[config.mk]
export PLATFORM = sky130hd
export DESIGN_NAME = lsu_ctrl
export DESIGN_NICKNAME = d
export VERILOG_FILES = /design/src/rtl/lsu_pkg.sv /design/src/rtl/lsu_ctrl_ld_align.sv /design/src/rtl/lsu_ctrl.sv
export SDC_FILE = /design/constraint.sdc
export NUM_CORES = 1
export LEC_CHECK = 0
export CORE_MARGIN = 4
export CORE_UTILIZATION = 48
export CTS_BUF_LIST = sky130_fd_sc_hd__clkbuf_8 sky130_fd_sc_hd__clkbuf_16
export DETAILED_ROUTE_END_ITERATION = 7
export PLACE_DENSITY = 0.84
export SYNTH_ARGS = -nofsm -noshare
export SYNTH_HDL_FRONTEND = slang
export SYNTH_HIERARCHICAL = 1
export SYNTH_SLANG_ARGS = --single-unit
[constraint.sdc]
create_clock -name clk -period 4.6 [get_ports clk]
set_input_delay 0.46 -clock clk [delete_from_list [all_inputs] [get_ports clk]]
set_output_delay 0.46 -clock clk [all_outputs]
set_load 0.02 [all_outputs]
[src/rtl/lsu_pkg.sv]
// Shared types, funct3 codes and store-side helpers for the load/store unit.
package lsu_pkg;

    typedef enum logic [1:0] {
        IDLE = 2'd0,
        REQ  = 2'd1,
        WAIT = 2'd2,
        DONE = 2'd3
    } lsu_state_e;

    typedef enum logic [1:0] {
        SZ_B = 2'd0,
        SZ_H = 2'd1,
        SZ_W = 2'd2
    } lsu_size_e;

    localparam logic [2:0] F3_B  = 3'b000;
    localparam logic [2:0] F3_H  = 3'b001;
    localparam logic [2:0] F3_W  = 3'b010;
    localparam logic [2:0] F3_BU = 3'b100;
    localparam logic [2:0] F3_HU = 3'b101;

    localparam int TIMEOUT_DEF = 255;

    // Unknown funct3 codes fall through to a word access.
    function automatic lsu_size_e f3_size(input logic [2:0] f3);
        case (f3)
            F3_B, F3_BU: return SZ_B;
            F3_H, F3_HU: return SZ_H;
            F3_W:        return SZ_W;
            default:     return SZ_W;
        endcase
    endfunction

    function automatic logic is_misaligned(input logic [2:0] f3, input logic [1:0] off);
        case (f3_size(f3))
            SZ_B:    return 1'b0;
            SZ_H:    return off[0];
            default: return (off != 2'b00);
        endcase
    endfunction

    function automatic logic [3:0] store_be(input logic [2:0] f3, input logic [1:0] off);
        case (f3_size(f3))
            SZ_B:    return 4'b0001 << off;
            SZ_H:    return 4'b0011 << {off[1], 1'b0};
            default: return 4'b1111;
        endcase
    endfunction

    function automatic logic [31:0] store_wdata(input logic [2:0] f3, input logic [31:0] d);
        case (f3_size(f3))
            SZ_B:    return {4{d[7:0]}};
            SZ_H:    return {2{d[15:0]}};
            default: return d;
        endcase
    endfunction

endpackage

[src/rtl/lsu_ctrl_ld_align.sv]
// Load data extraction: selects the addressed lane and sign/zero extends it.
module ld_align
    import lsu_pkg::*;
(
    input  logic [31:0] rdata,
    input  logic [1:0]  offset,
    input  logic [2:0]  funct3,
    output logic [31:0] data
);

    logic [31:0] shifted_s;

    assign shifted_s = rdata >> {offset, 3'b000};

    // Lane select and extension; word accesses are aligned so use rdata as-is.
    always_comb begin
        data = rdata;
        case (funct3)
            F3_B:    data = {{24{shifted_s[7]}}, shifted_s[7:0]};
            F3_BU:   data = {24'h00_0000, shifted_s[7:0]};
            F3_H:    data = {{16{shifted_s[15]}}, shifted_s[15:0]};
            F3_HU:   data = {16'h0000, shifted_s[15:0]};
            F3_W:    data = rdata;
            default: data = rdata;
        endcase
    end

endmodule

[src/rtl/lsu_ctrl.sv]
// MEM-stage load/store controller: aligns accesses, drives a req/gnt/rvalid
// data-memory port, stalls the pipeline and flags misalignment or timeout.
module lsu_ctrl
    import lsu_pkg::*;
#(
    parameter int TIMEOUT = TIMEOUT_DEF
) (
    input  logic        clk,
    input  logic        rst_n,
    input  logic        mem_en,
    input  logic        mem_wr,
    input  logic [2:0]  funct3,
    input  logic [31:0] addr,
    input  logic [31:0] st_data,
    output logic [31:0] ld_data,
    output logic        lsu_stall,
    output logic        lsu_done,
    output logic        misalign,
    output logic        bus_err,
    output logic        dmem_req,
    output logic        dmem_we,
    output logic [31:0] dmem_addr,
    output logic [3:0]  dmem_be,
    output logic [31:0] dmem_wdata,
    input  logic        dmem_gnt,
    input  logic        dmem_rvalid,
    input  logic [31:0] dmem_rdata
);

    localparam int CW = (TIMEOUT < 2) ? 1 : $clog2(TIMEOUT + 1);
    localparam logic [CW-1:0] TO_LAST = CW'(TIMEOUT - 1);

    lsu_state_e  state_r, state_s;
    logic [31:0] addr_r;
    logic [2:0]  f3_r;
    logic        wr_r;
    logic [31:0] st_data_r;
    logic [CW-1:0] cnt_r;
    logic [31:0] ld_data_r;
    logic        err_r;

    logic        mis_s;
    logic        capture_s;
    logic        to_fire_s;
    logic        in_req_s;
    logic [31:0] ld_aligned_s;

    assign mis_s    = is_misaligned(funct3, addr[1:0]);
    assign in_req_s = (state_r == REQ);

    ld_align u_ld_align (
        .rdata  (dmem_rdata),
        .offset (addr_r[1:0]),
        .funct3 (f3_r),
        .data   (ld_aligned_s)
    );

    // State register.
    always_ff @(posedge clk) begin
        if (!rst_n) begin
            state_r <= IDLE;
        end else begin
            state_r <= state_s;
        end
    end

    // Next-state decode; a grant or data beat wins over a coincident timeout.
    always_comb begin
        state_s   = state_r;
        capture_s = 1'b0;
        to_fire_s = 1'b0;
        case (state_r)
            IDLE: begin
                if (mem_en && !mis_s) state_s = REQ;
                else                  state_s = IDLE;
            end
            REQ: begin
                if (dmem_gnt) begin
                    if (wr_r) begin
                        state_s = DONE;
                    end else if (dmem_rvalid) begin
                        state_s   = DONE;
                        capture_s = 1'b1;
                    end else begin
                        state_s = WAIT;
                    end
                end else if (cnt_r >= TO_LAST) begin
                    state_s   = DONE;
                    to_fire_s = 1'b1;
                end else begin
                    state_s = REQ;
                end
            end
            WAIT: begin
                if (dmem_rvalid) begin
                    state_s   = DONE;
                    capture_s = 1'b1;
                end else if (cnt_r >= TO_LAST) begin
                    state_s   = DONE;
                    to_fire_s = 1'b1;
                end else begin
                    state_s = WAIT;
                end
            end
            DONE:    state_s = IDLE;
            default: state_s = IDLE;
        endcase
    end

    // Access latch, timeout counter, load result and error flag.
    always_ff @(posedge clk) begin
        if (!rst_n) begin
            addr_r    <= 32'h0000_0000;
            f3_r      <= 3'b000;
            wr_r      <= 1'b0;
            st_data_r <= 32'h0000_0000;
            cnt_r     <= '0;
            ld_data_r <= 32'h0000_0000;
            err_r     <= 1'b0;
        end else begin
            if (state_r == IDLE && state_s == REQ) begin
                addr_r    <= addr;
                f3_r      <= funct3;
                wr_r      <= mem_wr;
                st_data_r <= st_data;
                cnt_r     <= '0;
            end else if (state_r == REQ || state_r == WAIT) begin
                cnt_r <= cnt_r + CW'(1);
            end else begin
                cnt_r <= cnt_r;
            end
            if (capture_s) begin
                ld_data_r <= ld_aligned_s;
            end else if (to_fire_s) begin
                ld_data_r <= 32'h0000_0000;
            end else begin
                ld_data_r <= ld_data_r;
            end
            err_r <= to_fire_s;
        end
    end

    // Pipeline stall: in IDLE only a legal new access stalls.
    always_comb begin
        lsu_stall = 1'b0;
        case (state_r)
            IDLE:    lsu_stall = mem_en & ~mis_s;
            REQ:     lsu_stall = 1'b1;
            WAIT:    lsu_stall = 1'b1;
            DONE:    lsu_stall = 1'b0;
            default: lsu_stall = 1'b0;
        endcase
    end

    assign ld_data    = ld_data_r;
    assign lsu_done   = (state_r == DONE);
    assign bus_err    = err_r;
    assign misalign   = (state_r == IDLE) & mem_en & mis_s;
    assign dmem_req   = in_req_s;
    assign dmem_we    = in_req_s & wr_r;
    assign dmem_addr  = in_req_s ? {addr_r[31:2], 2'b00} : 32'h0000_0000;
    assign dmem_be    = in_req_s ? store_be(f3_r, addr_r[1:0]) : 4'b0000;
    assign dmem_wdata = in_req_s ? store_wdata(f3_r, st_data_r) : 32'h0000_0000;

endmodule

Word-level counts from Yosys, hierarchy flattened
Index checks and enable logic that the tools add are counted.
{"block": "classes", "n_addsub": 1, "mul": 0, "div": 0, "order_cmp": 1, "eq_ne": 12, "shifts": 3, "mux": 28, "bitwise_logic": 6, "n_reduce_logical": 17}
{"op": "32-bit 2-to-1 mux", "n": 4}
{"op": "32-bit case mux with 4 select lines", "n": 1}
{"op": "32-bit case mux with 2 select lines", "n": 1}
{"op": "32-bit by 5-bit right shift with 16-bit output", "n": 1}
{"op": "3-bit == test, second input constant", "n": 4}
{"op": "2-bit OR reduction", "n": 6}
{"op": "1-bit 2-to-1 mux", "n": 11}
{"op": "8-bit by 1-bit adder with 8-bit output, second input constant", "n": 1}
{"op": "2-bit by 1-bit == test with 1-bit output, second input constant", "n": 4}
{"op": "8-bit >= comparator, second input constant", "n": 1}
{"op": "2-bit case mux with 2 select lines", "n": 2}
{"op": "2-bit case mux with 4 select lines", "n": 1}
{"op": "4-bit case mux with 2 select lines", "n": 1}
{"op": "3-bit by 1-bit == test with 1-bit output, second input constant", "n": 2}
{"op": "2-bit logical NOT", "n": 3}
{"op": "3-bit logical NOT", "n": 2}
{"op": "1-bit case mux with 2 select lines", "n": 3}
{"op": "1-bit bitwise AND", "n": 4}
{"op": "2-bit == test, second input constant", "n": 2}
{"op": "2-bit 2-to-1 mux", "n": 2}
{"op": "4-bit 2-to-1 mux", "n": 1}
{"op": "2-bit nonzero test", "n": 2}
{"op": "1-bit by 2-bit << shifter with 4-bit output, first input constant", "n": 1}
{"op": "2-bit by 2-bit << shifter with 4-bit output, first input constant", "n": 1}
{"op": "5 further kinds", "n": 7}
{"block": "word_totals", "regBits": 111, "latchBits": 0, "ramBits": 0, "romBits": 0, "input_bits": 105, "out_inout_bits": 106, "word_cells": 76, "n_memories": 0}

Depth between registers and ports, before layout
Gate-level depths: netlist of the first run.
{"block": "depth", "depth_word": 12, "ltp_mapped": 8, "mapped_depth_nobuf": 6}

Cells and area by module
The synthesis of the first run kept the hierarchy.
{"module": "lsu_ctrl", "instances": 1, "cells_each": 649, "area_each_um2": 5288.8, "seq_area_each_um2": 2222.1}
{"module": "ld_align", "instances": 1, "cells_each": 111, "area_each_um2": 715.7, "seq_area_each_um2": 0.0}

Worst setup path after synthesis of the first run
Ideal clock, no wire load.
{"block": "synth_timing", "path_type": "reg2out", "start": "reg f3_r[0]", "end": "out dmem_wdata[10]", "t_arrival_ps": 1589, "required_ps": 4140, "setup_slack_ps": 2551, "stages_incl_launch_ff": 5, "path_buffers": 1, "path_cell_list": "dfxtp_1 clkbuf_1 nor2_1 nand2_1 a21boi_0"}
{"block": "synth_between", "elab_chain_cells": 6, "word_cells_on_any_way": 11, "classes_between": "eq/ne: 4; mux: 3; reduce/logical: 4"}
{"element": "start, declared", "line": "lsu_ctrl.sv:35", "text": "logic [2:0] f3_r;"}
{"element": "start signal, assigned", "line": "lsu_ctrl.sv:123", "text": "f3_r <= funct3;"}
{"element": "3-bit by 1-bit == test with 1-bit output, or another cell as far along", "line": "lsu_pkg.sv:27", "text": "case (f3)"}
{"element": "2-bit OR reduction", "line": "lsu_pkg.sv:27"}
{"element": "2-bit case mux with 2 select lines (*)", "line": "lsu_pkg.sv:27"}
{"element": "2-bit by 1-bit == test with 1-bit output or 2-bit logical NOT (tied branches)", "line": "lsu_pkg.sv:52", "text": "case (f3_size(f3))"}
{"element": "32-bit case mux with 2 select lines (*)", "line": "lsu_pkg.sv:52"}
{"element": "32-bit 2-to-1 mux (*)", "line": "lsu_ctrl.sv:163", "text": "assign dmem_wdata = in_req_s ? store_wdata(f3_r, st_data_r) : 32'h0000_0000;"}
{"element": "end, declared", "line": "lsu_ctrl.sv:24", "text": "output logic [31:0] dmem_wdata,"}
Mark *: on every way between the ends. The rest lies on a longest branch, timed or not.

Final worst setup path of the first run
{"block": "layout_timing", "start": "reg state_r[0]", "end": "out dmem_wdata[11]"}
{"block": "layout_between", "elab_chain_cells": 2}
{"element": "start, declared", "line": "lsu_ctrl.sv:33", "text": "lsu_state_e state_r, state_s;"}
{"element": "start signal, assigned", "line": "lsu_ctrl.sv:63", "text": "state_r <= state_s;"}
{"element": "2-bit by 1-bit == test with 1-bit output", "line": "lsu_ctrl.sv:49", "text": "assign in_req_s = (state_r == REQ);"}
{"element": "32-bit 2-to-1 mux", "line": "lsu_ctrl.sv:163"}
Every way passes these cells.

==> results by group, run 1 <==
Timing
  – Min Clock Period, post-route: 3210 ps
  – RSZ-0062 raised after global routing: no
  – Achievable frequency: 0.312 GHz
  – Worst slew margin: 25.9%
  – Slew Limit Fails: 0
  – Fin Clk Skew: 7.93 ps
  – Hold Vio Cnt, Final: 0
  – Setup TNS: 0 ps
  – Setup violators final: 0
  – Final period util: 69.7%
  – Slew @ Worst Pin: 1110 ps

Floorplanning
  – Die area: 14400 um2
  – Die Height: 120 um
  – Starting density of the core: 49.6%
  – Row count: 40
  – Die W: 120 um
  – IO Count: 211
  – Core Box Area: 12100 um2

Route
  – Final wirelength: 17800 um
  – Via/cell ratio: 5.28
  – First-pass DRT Iterations: 5
  – Wire per inst: 16.2 um
  – DRC viols: 0
  – Routed Antenna Nets: 0
  – Number of DRC markers in iteration 0: 526
  – Vias post-DR: 5787

Global route
  – Largest net degree at the start of global routing: 85
  – Total track usage: 24.4%
  – Vias in the first global route: 5528
  – Met1 global-route usage: 31.0%
  – Grt ovf: 0
  – Met2 Resource Use GR: 39.0%
  – GRT Max-Usage Layer: met2
  – Met3 GRT Util: 8.39%
  – First-pass GRT wire length: 28300 um
  – Initial antenna violation count: 0

Hold path
  – Hold Crit Class: reg -> reg

Synth
  – Synthesized flop and latch total: 111
  – Post-synth top area cell: dfxtp_1
  – Mapped Cells: 760
  – EDFF count, synth: 0
  – Unique cell type count in the Yosys netlist: 50
  – Synthesized area: 6000 um2
  – Top FF cell, synth: dfxtp_1
  – Yosys top cell area share: 37.0%
  – Syn_area_per_cell: 7.90 um2
  – Post-synth ARST share: 0%
  – Seq/Total Area, Yosys: 37.0%
  – YS warnings: 6
  – Area contributors post-synth: dfxtp_1, mux2i_1, nand2_1

Worst setup path
  – CP Cell Sequence: ha_2, a21boi_0, clkdlybuf4s50_1
  – Setup crit start kind: flip-flop
  – Req. time, crit path: 4140 ps
  – Maximum fanout along the worst path: 72
  – CP Class: reg -> out
  – Arr. time, crit path: 2750 ps
  – CP top delay family: adder cells
  – Crit-path max cell delay: 960 ps
  – CP max-delay cell: ha_2
  – Worst setup EP type: primary output
  – Crit path buf inv count: 1

Run status
  – Outcome: finished clean

Clock network
  – Hold buffer count at cts: 0
  – CTS tree: yes
  – # resized after CTS: 0
  – CTS sink cnt: 111
  – Num CTS Buffers: 9
  – Setup Buffers After CTS: 0
  – Root buffer cell: clkbuf_16
  – H-tree levels: 3
  – CTS clk-pin slew, worst paths: 70 ps
  – Clk_lat worst skew: 360 ps
  – Maximum root-to-sink buffer count: 2

Run
  – Maxcap violations: 0

Layout
  – Area growth, synth to finish: 39.2%
  – Layout cell share with drive strength beyond 1: 3.88%
  – Fillers: 1056
  – Most frequent cells in the layout: nand2_1, clkdlybuf4s50_1, dfxtp_1
  – Nets: 1035
  – Commonest non-fill, non-tap cell in the layout: nand2_1
  – Antenna diode count: 0
  – Fin cells: 1097

Pwr
  – PwrDens: 263 nW/um2
  – Leakage power: 0.00293 uW
  – Pwr Total: 2200 uW
  – Worst VDD drop: 204 uV

Placement
  – # port buffers: 208
  – Placed cells: 1081
  – Dpl hpwl: 12600 um
  – Gpl congestion: 0.890
worst reg2reg max path, cell delays in order (launching register included):
cell and delay [ps]:
dfxtp_1 370, inv_1 90, ha_2 530, nand2_1 200
o21ai_0 210, a21oi_4 790, buf_12 430, mux2i_1 290
per-stage QoR:
step                setup WS (ps)  hold WS [ps]  instance area, um2  utilization (%)
global placement             1680           438                8040             66.4
finish                       1390           451                8360             69.0
detailed placement           1590           443                8040             66.4
floorplan                    2550           430                6010                -
CTS                          1360           455                8360             69.0
global route                 1180           471                8360             69.0
where the power goes:
group	switching, uW	leakage [uW]	internal, uW
clock network	386	0.000154	447
logic	162	0.00188	172
registers	36.6	0.000903	995
kinds of logic (layout without fill, tap and decap cells):
group                      count (synthesis)  after routing  synth area share [%]
other                                      1              2                0.0625
AOI/OAI and AO/OA                        124            124                  13.1
adders and majority gates                  6              6                  1.25
xor gates and xnor gates                   7              7                  1.02
DFF                                      111            111                  37.0
and+or+nand+nor                          344            344                  25.3
muxes                                     95             95                  16.1
buffers and inverters                     72            240                  6.02
cell type report:
class / instances / area, um2 / share of cell area [%]
well taps: 168 / 210 / 2.52
repair buffers: 214 / 2140 / 25.6
multi-input cells: 578 / 3430 / 41.1
inverters: 10 / 37.5 / 0.449
flip-flops and latches: 111 / 2220 / 26.6
clock buffers: 10 / 239 / 2.86
clock inverters: 6 / 73.8 / 0.883
state kept, by name, summed over array words and instances (netlist names):
signal and count:
cnt_r 8, f3_r 3, addr_r 32, ld_data 32
bus_err 1, state_r 2, st_data_r 32, wr_r 1
final timing paths:
| kind | startpoint | endpoint | slack [ps] | cells past startpoint |
|---|---|---|---|---|
| setup / recovery | state_r[0] | dmem_wdata[11] | 1390 | 3 |
| hold / removal | addr_r[8] | addr_r[8] | 450 | 2 |
| setup reg to reg | state_r[1] | addr_r[3] | 1620 | 7 |
| hold reg to reg | addr_r[8] | addr_r[8] | 450 | 2 |
per-layer routing:
layer | part of all wire, % | routed length, um | vias to the layer above
li1 | - | - | 2874
met1 | 43 | 7720 | 2670
met2 | 45 | 8030 | 220
met3 | 9.5 | 1700 | 23
met4 | 1.8 | 324 | 0
met5 | 0 | 0 | -
Yosys cell counts, drive strengths merged, types with 8 or more instances:
library cell / n
a21boi: 8
a21oi: 37
and2: 47
buf: 22
clkbuf: 40
dfxtp: 111
inv: 9
mux2i: 89
nand2: 223
nand3: 32
nor2: 11
nor2b: 13
o21ai: 42
Power figures use the tool's default switching activity.
==> run 2: changes to the inputs <==
Settings changed: CORE_UTILIZATION 48 to 41, PLACE_DENSITY 0.84 to 0.76.
Clock period 4.6 ns to 2.68 ns, I/O delays scaled along.
==> results by group, run 2 (synthesis results as in run 1) <==
Run status
  – Outcome: finished clean

Worst setup path
  – RR Startpoint: f3_r[1]
  – Arr. time, crit path: 2290 ps (-460 ps)
  – Setup crit start kind: flip-flop
  – Worst R2R End: ld_data[31]
  – Worst setup EP type: primary output
  – Worst reg2reg path depth: 7 (unchanged)
  – R2R setup slack: 540 ps (-1080 ps)
  – CP Class: reg -> out
  – Req. time, crit path: 2410 ps (-1730 ps)
  – Maximum fanout along the worst path: 14 (-81%)

Pwr
  – PwrDens: 446 nW/um2 (+70%)
  – Worst VDD drop: 252 uV (+23%)
  – Pwr Total: 3790 uW (+73%)
  – Leakage power: 0.00303 uW (+3.2%)

Global route
  – Total track usage: 21.3% (-3.1 points)
  – Vias in the first global route: 5562 (+0.62%)
  – Largest net degree at the start of global routing: 107 (+26%)
  – Initial antenna violation count: 0 (unchanged)
  – Grt ovf: 0 (unchanged)
  – First-pass GRT wire length: 28400 um (+0.27%)

Timing
  – Slew Limit Fails: 0 (unchanged)
  – Min Clock Period, post-route: 2560 ps
  – RSZ-0062 raised after global routing: no
  – Fin Clk Skew: 6.36 ps (-1.57 ps)
  – Setup violators final: 0 (unchanged)
  – Final period util: 95.5%
  – Hold Vio Cnt, Final: 0 (unchanged)
  – Slew @ Worst Pin: 523 ps (-589 ps)
  – Setup TNS: 0 ps (unchanged)
  – Achievable frequency: 0.391 GHz
  – Worst slew margin: 65.1% (+39 points)

Floorplanning
  – Row count: 43 (+7.5%)
  – Starting density of the core: 42.6% (-7.0 points)
  – Die area: 16600 um2 (+16%)
  – Core Box Area: 14100 um2 (+16%)
  – IO Count: 211 (unchanged)
  – Die W: 129 um (+7.7%)
  – Die Height: 129 um (+7.7%)

Hold path
  – Worst hold start: rst_n
  – Hold EP: addr_r[2]
  – Hold Crit Class: in -> reg
  – WHS Path Cells: 3 (+1)

Layout
  – Commonest non-fill, non-tap cell in the layout: nand2_1
  – Antenna diode count: 0 (unchanged)
  – Most frequent cells in the layout: nand2_1, clkdlybuf4s50_1, dfxtp_1
  – Fillers: 1281 (+21%)
  – Area occupied by multi-input gates: 3450 um2 (+0.36%)
  – Layout cell share with drive strength beyond 1: 5.41% (+1.5 points)
  – Nets: 1049 (+1.4%)
  – Area growth, synth to finish: 41.6%
  – Flip-flop and latch area: 2220 um2 (unchanged)

Clock network
  – Num CTS Buffers: 9 (unchanged)
  – CTS tree: yes
  – CTS sink cnt: 111 (unchanged)
  – Setup Buffers After CTS: 0 (unchanged)
  – CTS clk-pin slew, worst paths: 80 ps (about the same)
  – Root buffer cell: clkbuf_16
  – Hold buffer count at cts: 0 (unchanged)
  – Maximum root-to-sink buffer count: 2 (unchanged)
  – Clk_lat worst skew: 360 ps (about the same)
  – H-tree levels: 3 (unchanged)

Route
  – Final wirelength: 18000 um (+1.2%)
  – Vias post-DR: 5780 (-0.12%)
  – Wire per inst: 16.0 um (-1.2%)
  – Via/cell ratio: 5.15 (-2.4%)
  – Number of DRC markers in iteration 0: 457 (-13%)
  – Routed Antenna Nets: 0 (unchanged)
  – DRC viols: 0 (unchanged)
  – First-pass DRT Iterations: 5 (unchanged)

Placement
  – # port buffers: 208 (unchanged)
  – Dpl hpwl: 12900 um (+2.2%)
  – Gpl congestion: 0.836 (-6.0%)

Run
  – Maxcap violations: 0 (unchanged)
[run 2: what timing repair did]
item,CTS,global route
endpoints found under the hold margin,0,0
setup endpoints to repair,0,5
gates resized for setup,0,3
[run 2: how the worst max path moves through the flow]
stage	to	from	depth (start not counted)	slack, ps
after floorplan	ld_data[0]	state_r[0]	8	820
after global placement	lsu_stall	addr[0]	5	330
after detailed placement	lsu_stall	addr[0]	5	310
after CTS	lsu_stall	state_r[0]	6	60
after global routing	dmem_wdata[27]	f3_r[0]	5	5
final	dmem_wdata[27]	f3_r[0]	5	120
[run 2: critical path, cell delays in order (launching register included)]
cell and delay, ps:
dfxtp_1 650, buf_4 270, mux2i_1 220, o21ai_0 90, and2_1 160, clkdlybuf4s50_1 540
[run 2: through the flow]
| stage | hold slack, ps | utilization, % | instance area (um2) | cells | worst slack [ps] |
|---|---|---|---|---|---|
| after floorplan | 410 | - | 6010 | 761 | 821 |
| after global placement | 437 | 58.0 | 8180 | 1107 | 328 |
| after detailed placement | 444 | 58.0 | 8180 | 1107 | 313 |
| after CTS | 313 | 60.2 | 8490 | 1123 | 56.8 |
| after global routing | 340 | 60.3 | 8500 | 1123 | 5.23 |
| final | 323 | 60.3 | 8500 | 1123 | 121 |
[run 2: layout make-up]
class                   count  area share (%)
multi-input cells         578            40.5
repair buffers            228            26.5
flip-flops and latches    111            26.1
clock buffers               9            2.65
well taps                 180            2.65
clock inverters             7            1.03
inverters                  10           0.441
[run 2: metal layers]
metal,vias to the layer above,GRT usage (%),share of wire (%)
met5,-,0,0
met4,0,6.73,1.6
met3,17,8.08,11
met2,213,32.3,43
met1,2648,28.0,44
li1,2902,-,-
[run 2: power by group]
part,switching [uW],total (uW),leakage (uW),internal [uW]
combinational,293,600,0.00197,307
clock,690,1440,0.000154,748
sequential,48.1,1760,0.000903,1710
total,1030,3790,0.00303,2760
